===== src/rtl/wb_pkg.sv =====
// wb_pkg: shared definitions for the writeback stage.
//   - funct3 load-size codes
//   - buffered entry struct. Its fields are sized for the widest build
//     (XLEN 64, register index up to 8 bits); narrower builds zero-extend
//     into it.
//   - helper that derives the byte-offset width from XLEN
package wb_pkg;

  localparam logic [2:0] F3_LB  = 3'b000;
  localparam logic [2:0] F3_LH  = 3'b001;
  localparam logic [2:0] F3_LW  = 3'b010;
  localparam logic [2:0] F3_LD  = 3'b011;
  localparam logic [2:0] F3_LBU = 3'b100;
  localparam logic [2:0] F3_LHU = 3'b101;
  localparam logic [2:0] F3_LWU = 3'b110;

  localparam int WB_XLEN_MAX  = 64;
  localparam int WB_REG_W_MAX = 8;

  typedef struct packed {
    logic                    valid;
    logic                    wr;
    logic [WB_REG_W_MAX-1:0] rd;
    logic [WB_XLEN_MAX-1:0]  data;
  } wb_entry_t;

  // Number of low address bits that select a byte within one XLEN word.
  function automatic int wb_ofs_w(input int xlen);
    return $clog2(xlen / 8);
  endfunction

endpackage


===== src/rtl/wb_stage_buf_load_fmt.sv =====
// wb_load_fmt: combinational load-data formatter.
// Extracts a byte, half, word or dword from the aligned memory word and
// applies sign or zero extension according to funct3. When is_load is 0,
// alu_data passes straight through.
// Ports:
//   is_load   : select formatted load data instead of alu_data
//   funct3    : load size/sign code
//   addr_lo   : byte offset within the XLEN word
//   alu_data  : ALU/JAL result
//   mem_rdata : raw aligned memory word
//   data_o    : value to capture into the writeback buffer
module wb_load_fmt
  import wb_pkg::*;
#(
  parameter  int XLEN  = 32,
  localparam int OFS_W = wb_ofs_w(XLEN)
) (
  input  logic             is_load,
  input  logic [2:0]       funct3,
  input  logic [OFS_W-1:0] addr_lo,
  input  logic [XLEN-1:0]  alu_data,
  input  logic [XLEN-1:0]  mem_rdata,
  output logic [XLEN-1:0]  data_o
);

  logic [7:0]      byte_v;
  logic [15:0]     half_v;
  logic [31:0]     word_v;
  logic [XLEN-1:0] load_v;

  // Byte offset scaled to a bit offset. The half lane ignores addr_lo[0].
  assign byte_v = mem_rdata[{addr_lo, 3'b000} +: 8];
  assign half_v = mem_rdata[{addr_lo[OFS_W-1:1], 4'b0000} +: 16];

  if (XLEN == 64) begin : g_word64
    assign word_v = addr_lo[OFS_W-1] ? mem_rdata[XLEN-1:32] : mem_rdata[31:0];
  end else begin : g_word32
    assign word_v = mem_rdata[31:0];
  end

  always_comb begin
    load_v = mem_rdata;
    case (funct3)
      F3_LB:  load_v = XLEN'($signed(byte_v));
      F3_LH:  load_v = XLEN'($signed(half_v));
      F3_LW:  load_v = XLEN'($signed(word_v));
      F3_LBU: load_v = XLEN'(byte_v);
      F3_LHU: load_v = XLEN'(half_v);
      // On a 32-bit build word_v is the whole word, so LWU collapses to
      // the pass-through case.
      F3_LWU: load_v = XLEN'(word_v);
      // LD is the full aligned dword, i.e. the raw word.
      default: load_v = mem_rdata;
    endcase
  end

  assign data_o = is_load ? load_v : alu_data;

endmodule


===== src/rtl/wb_stage_buf.sv =====
// wb_stage_buf: registered, back-pressured writeback stage.
// Sits between MEM and the register-file write port. Incoming instructions
// are formatted (load extraction or ALU result), qualified (no writes to
// x0) and captured into a 2-entry buffer: head H feeds the register file,
// skid S absorbs one extra instruction while the register file stalls.
// Ports:
//   clk, rst        : clock, synchronous active-high reset
//   in_*            : MEM-stage request (valid/ready handshake)
//   rf_*            : register-file write request (valid/ready handshake)
//   fwd0_*          : head (older) entry forwarding tap
//   fwd1_*          : skid (younger) entry tap; consumers give it priority
//   retire_cnt      : number of entries drained from the head, wrapping
module wb_stage_buf
  import wb_pkg::*;
#(
  parameter  int XLEN  = 32,
  parameter  int REG_W = 5,
  parameter  int CNT_W = 32,
  localparam int OFS_W = wb_ofs_w(XLEN)
) (
  input  logic             clk,
  input  logic             rst,
  input  logic             in_valid,
  output logic             in_ready,
  input  logic [REG_W-1:0] in_rd,
  input  logic             in_we,
  input  logic             in_is_load,
  input  logic [2:0]       in_funct3,
  input  logic [OFS_W-1:0] in_addr_lo,
  input  logic [XLEN-1:0]  in_alu_data,
  input  logic [XLEN-1:0]  in_mem_rdata,
  output logic             rf_valid,
  input  logic             rf_ready,
  output logic [REG_W-1:0] rf_rd,
  output logic [XLEN-1:0]  rf_data,
  output logic             fwd0_valid,
  output logic [REG_W-1:0] fwd0_rd,
  output logic [XLEN-1:0]  fwd0_data,
  output logic             fwd1_valid,
  output logic [REG_W-1:0] fwd1_rd,
  output logic [XLEN-1:0]  fwd1_data,
  output logic [CNT_W-1:0] retire_cnt
);

  wb_entry_t        h_q, h_d;
  wb_entry_t        s_q, s_d;
  wb_entry_t        cap;
  logic [CNT_W-1:0] cnt_q, cnt_d;
  logic [XLEN-1:0]  fmt_data;
  logic             accept;
  logic             drain;

  wb_load_fmt #(.XLEN(XLEN)) u_fmt (
    .is_load   (in_is_load),
    .funct3    (in_funct3),
    .addr_lo   (in_addr_lo),
    .alu_data  (in_alu_data),
    .mem_rdata (in_mem_rdata),
    .data_o    (fmt_data)
  );

  // Incoming entry as it would be captured this cycle.
  always_comb begin
    cap       = '0;
    cap.valid = 1'b1;
    cap.wr    = in_we && (in_rd != '0);
    cap.rd    = WB_REG_W_MAX'(in_rd);
    cap.data  = WB_XLEN_MAX'(fmt_data);
  end

  // Ready depends only on the skid flop (and reset), never on rf_ready.
  assign in_ready = !s_q.valid && !rst;
  assign accept   = in_valid && in_ready;
  // An entry that does not write the register file leaves without waiting.
  assign drain    = h_q.valid && (!h_q.wr || rf_ready);

  always_comb begin
    h_d   = h_q;
    s_d   = s_q;
    cnt_d = cnt_q + CNT_W'(drain);
    if (drain) begin
      h_d = s_q.valid ? s_q : '0;
      s_d = '0;
    end
    // accept implies S is empty, so the new entry lands in H whenever H
    // is free after this edge, otherwise it parks in S.
    if (accept) begin
      if (!h_q.valid || drain) h_d = cap;
      else                     s_d = cap;
    end
  end

  always_ff @(posedge clk) begin
    if (rst) begin
      h_q   <= '0;
      s_q   <= '0;
      cnt_q <= '0;
    end else begin
      h_q   <= h_d;
      s_q   <= s_d;
      cnt_q <= cnt_d;
    end
  end

  // Outputs read as idle for the whole reset cycle, not just afterwards.
  always_comb begin
    rf_valid   = !rst && h_q.valid && h_q.wr;
    rf_rd      = rst ? '0 : h_q.rd[REG_W-1:0];
    rf_data    = rst ? '0 : h_q.data[XLEN-1:0];
    fwd0_valid = rf_valid;
    fwd0_rd    = rf_rd;
    fwd0_data  = rf_data;
    fwd1_valid = !rst && s_q.valid && s_q.wr;
    fwd1_rd    = rst ? '0 : s_q.rd[REG_W-1:0];
    fwd1_data  = rst ? '0 : s_q.data[XLEN-1:0];
  end

  assign retire_cnt = cnt_q;

  // Upper bits of the shared entry struct are unused on narrow builds.
  logic unused_hi;
  assign unused_hi = ^{h_q, s_q};

endmodule

===== config.mk =====
export PLATFORM = sky130hd
export DESIGN_NAME = wb_stage_buf
export DESIGN_NICKNAME = d
export VERILOG_FILES = /design/src/rtl/wb_pkg.sv /design/src/rtl/wb_stage_buf_load_fmt.sv /design/src/rtl/wb_stage_buf.sv
export SDC_FILE = /design/constraint.sdc
export NUM_CORES = 1
export LEC_CHECK = 0
export BUFFER_PORTS_ARGS = -buffer_cell sky130_fd_sc_hd__buf_2
export CAP_MARGIN = 20
export CORE_ASPECT_RATIO = 0.9
export CORE_MARGIN = 2
export CORE_UTILIZATION = 50
export CTS_BUF_LIST = sky130_fd_sc_hd__clkbuf_16
export DETAILED_ROUTE_END_ITERATION = 10
export GPL_TIMING_DRIVEN = 1
export PLACE_DENSITY_LB_ADDON = 0.25
export SYNTH_ARGS = -nofsm -noshare
export SYNTH_HDL_FRONTEND = slang
export SYNTH_SLANG_ARGS = --single-unit

===== constraint.sdc =====
create_clock -name clk -period 2.99 [get_ports clk]
set_clock_uncertainty 0.1 [all_clocks]
set_input_delay 0 -clock clk [delete_from_list [all_inputs] [get_ports clk]]
set_output_delay 0 -clock clk [all_outputs]
set_load 0.02 [all_outputs]

==> impl_metrics.tcl <==
set metrics [dict create \
    crit_arrival_ns 2.70 \
    wl_per_cell_um 16.15 \
    post-route-min-period_ns 2.591 \
    cp_max_fo 10 \
    synthesis.area_um2 6173 \
    min_period_over_period 0.8665 \
    muxShareOfSynthArea 0.02067 \
    ys.flop_type "dfxtp_1" \
    grt_pass1_wl_um 28130 \
    power_per_cell_area_nw_per_um2 434.3 \
    drt-pass1-iter-count 5 \
    status "completed" \
    die_y_um 109.4 \
    hold_viol_final 0 \
    min_path_type "input pin to flip-flop" \
    grt_usage 0.2641 \
    synth_simple_gate_area_frac 0.2886 \
    critPathLaunchType "flip-flop" \
    rows 38 \
    cp_slowest_cell "nor4_4" \
    synth_top_cell_by_area "dfxtp_1" \
    dpl_cell_area_um2 7097 \
    vias 6296 \
    diodes 0 \
    final_core_util 0.6440 \
    grt_overflow 0 \
    crit_path_end_kind "flip-flop" \
    via_per_inst 5.577 \
    gp_congestion 0.9148 \
    fin_cells 1129 \
    drtAntennaViolNets 0 \
    tightest_slew_ns 0.8158 \
    ys_warn_count 0 \
    synth_top_family_by_area "simple AND/OR/NAND/NOR gates" \
    dp_hpwl_um 12320 \
    post_cts_buffers 0 \
    cts_tree "yes" \
    cellLeakagePower_uw 0.003572 \
    syn_to_final_growth_pct 25.48 \
    syn_area_per_cell_um2 7.945 \
    dp.cells 1079 \
    drive_gt1_frac 0.2879 \
    async_flop_share 0 \
    tns_ns 0 \
    nNetsFinal 1046 \
    cp_cell_sequence "nor2b_1 > nand2b_2 > inv_1 > ha_1 > ha_1 > inv_1 > nor4_4 > nand4_1 > xor2_1 > nor2_1" \
    wl_um 18240 \
    cts_hold_buf 34 \
    syn_inst 777 \
    drc 0 \
    synth_seq_cells 110 \
    insertion_delay_ns 0.34 \
    synth_common_cells "110 x dfxtp_1, 78 x nor2b_1, 66 x nand2_1" \
    die_area_um2 13250 \
    synthAdderAreaFrac 0.004054 \
    cts.reportedPaths.clkPinSlew_ns 0.07 \
    fillCellCount 1060 \
    core_area_um2 12030 \
    path_buf_inv 2 \
    yosys.area.top_type_share 0.3567 \
    crit_type "flip-flop to flip-flop" \
    netlist-cell-type-count 50 \
    slew_viol_final 0 \
    fmax_ghz 0.3860 \
    ys_top_cells_by_area "dfxtp_1 36%, nor2b_1 7.9%, nand3_1 4.9%, buf_4 4.7%, nand2_1 4.0%" \
    grt_start_max_net_pins 72 \
    root_buffer "clkbuf_16" \
    yosysMostFrequentCell "dfxtp_1" \
    synth_fp_nets 859 \
    crit_family "simple AND/OR/NAND/NOR gates" \
    cts_buffers 9 \
    synth_edf_count 0 \
    synth_xor_area_frac 0.04114 \
    die_x_um 121.1 \
    synth_compound_area_frac 0.1990 \
    design_area_um2 7746 \
    ios 227 \
    drv_cap 0 \
    slowest_delay_ns 0.60 \
    vdd_drop_max_mv 0.3059 \
    cts_max_level 3 \
    io_buffers 226 \
    max-clock-path-buffers 2 \
    antenna_found_initial 0 \
    ys_seq_area_frac 0.3567 \
    initial_core_util 0.5132 \
    rsz0062_at_grt "false" \
    cts.sinks 110 \
    drt_iter0_drc 516 \
    max-slew-margin-rel 0.4561 \
    cp_data_required_time_ns 3.10 \
    power_uw 3364 \
    setup_violations 0 \
    first_global_vias 5659 \
    post_cts_resized 0 \
]
==> cell usage in the layout (no fill, tap or decap), drive strengths merged, types with 8 or more instances in the layout <==
master / instances
xor2: 25
o22ai: 10
buf: 239
a31oi: 21
nor3: 11
nand2: 66
dfxtp: 110
a211oi: 14
inv: 8
nor2: 65
nor2b: 78
a22o: 8
dlygate4sd3: 34
and3: 31
o21ai: 36
a32o: 13
nand4: 12
clkbuf: 9
mux2: 9
a21oi: 49
nand3: 61
a22oi: 8
==> state kept, by name (all words and copies together) (netlist names), named ones only <==
register and flops:
h_q 39, retire_cnt 32, s_q 38
==> metrics by stage <==
stage,setup slack (ns),hold WS [ns]
6_report,0.3992,0.006341
5_1_grt,0.1560,0.02737
4_1_cts,0.3734,0.0001101
3_5_place_dp,0.3976,0.1768
3_3_place_gp,0.4723,0.1689
2_1_floorplan,0.2922,-0.003251
==> cell type report <==
| class | count | area, µm² | share of cell area |
|---|---|---|---|
| Sequential cell | 110 | 2202 | 0.2843 |
| Clock buffer | 9 | 225.2 | 0.02907 |
| Tap cell | 160 | 200.2 | 0.02584 |
| Inverter | 6 | 22.52 | 0.002907 |
| Clock inverter | 7 | 83.83 | 0.01082 |
| Multi-Input combinational cell | 564 | 3441 | 0.4442 |
| Timing Repair Buffer | 273 | 1572 | 0.2029 |
==> power breakdown <==
group | internal, µW | leakage (µW) | switching [µW] | total, µW
Clock | 662 | 0.000151 | 564 | 1230
Combinational | 222 | 0.00253 | 381 | 604
Sequential | 1510 | 0.000893 | 25.8 | 1540
==> kinds of logic after synthesis <==
group / after synthesis
compound gates: 184
mux: 10
fa+ha+maj: 2
flops: 110
buf+inv: 103
simple gates: 339
xor+xnor: 29
==> final timing paths <==
check | from | end | slack (ns) | cells after the start
max reg2reg | h_q[72] | retire_cnt[26] | 0.40 | 10
max | h_q[72] | retire_cnt[26] | 0.40 | 10
min | in_mem_rdata[5] | s_q[5] | 0.006 | 4
min reg2reg | s_q[29] | s_q[29] | 0.37 | 2
==> worst min-delay path, stage by stage <==
cell and delay (ns):
buf_2 0.08, o21bai_1 0.10, a22oi_1 0.09, o21ai_0 0.15
==> layer usage <==
metal	GRT usage	up-vias	wire length, µm
met2	0.4354	263	8280
met4	0.07973	0	439
li1	-	3091	-
met3	0.04409	33	1313
met5	0	-	0
met1	0.3560	2909	8204
No activity file was read; power rests on OpenSTA's default activity.
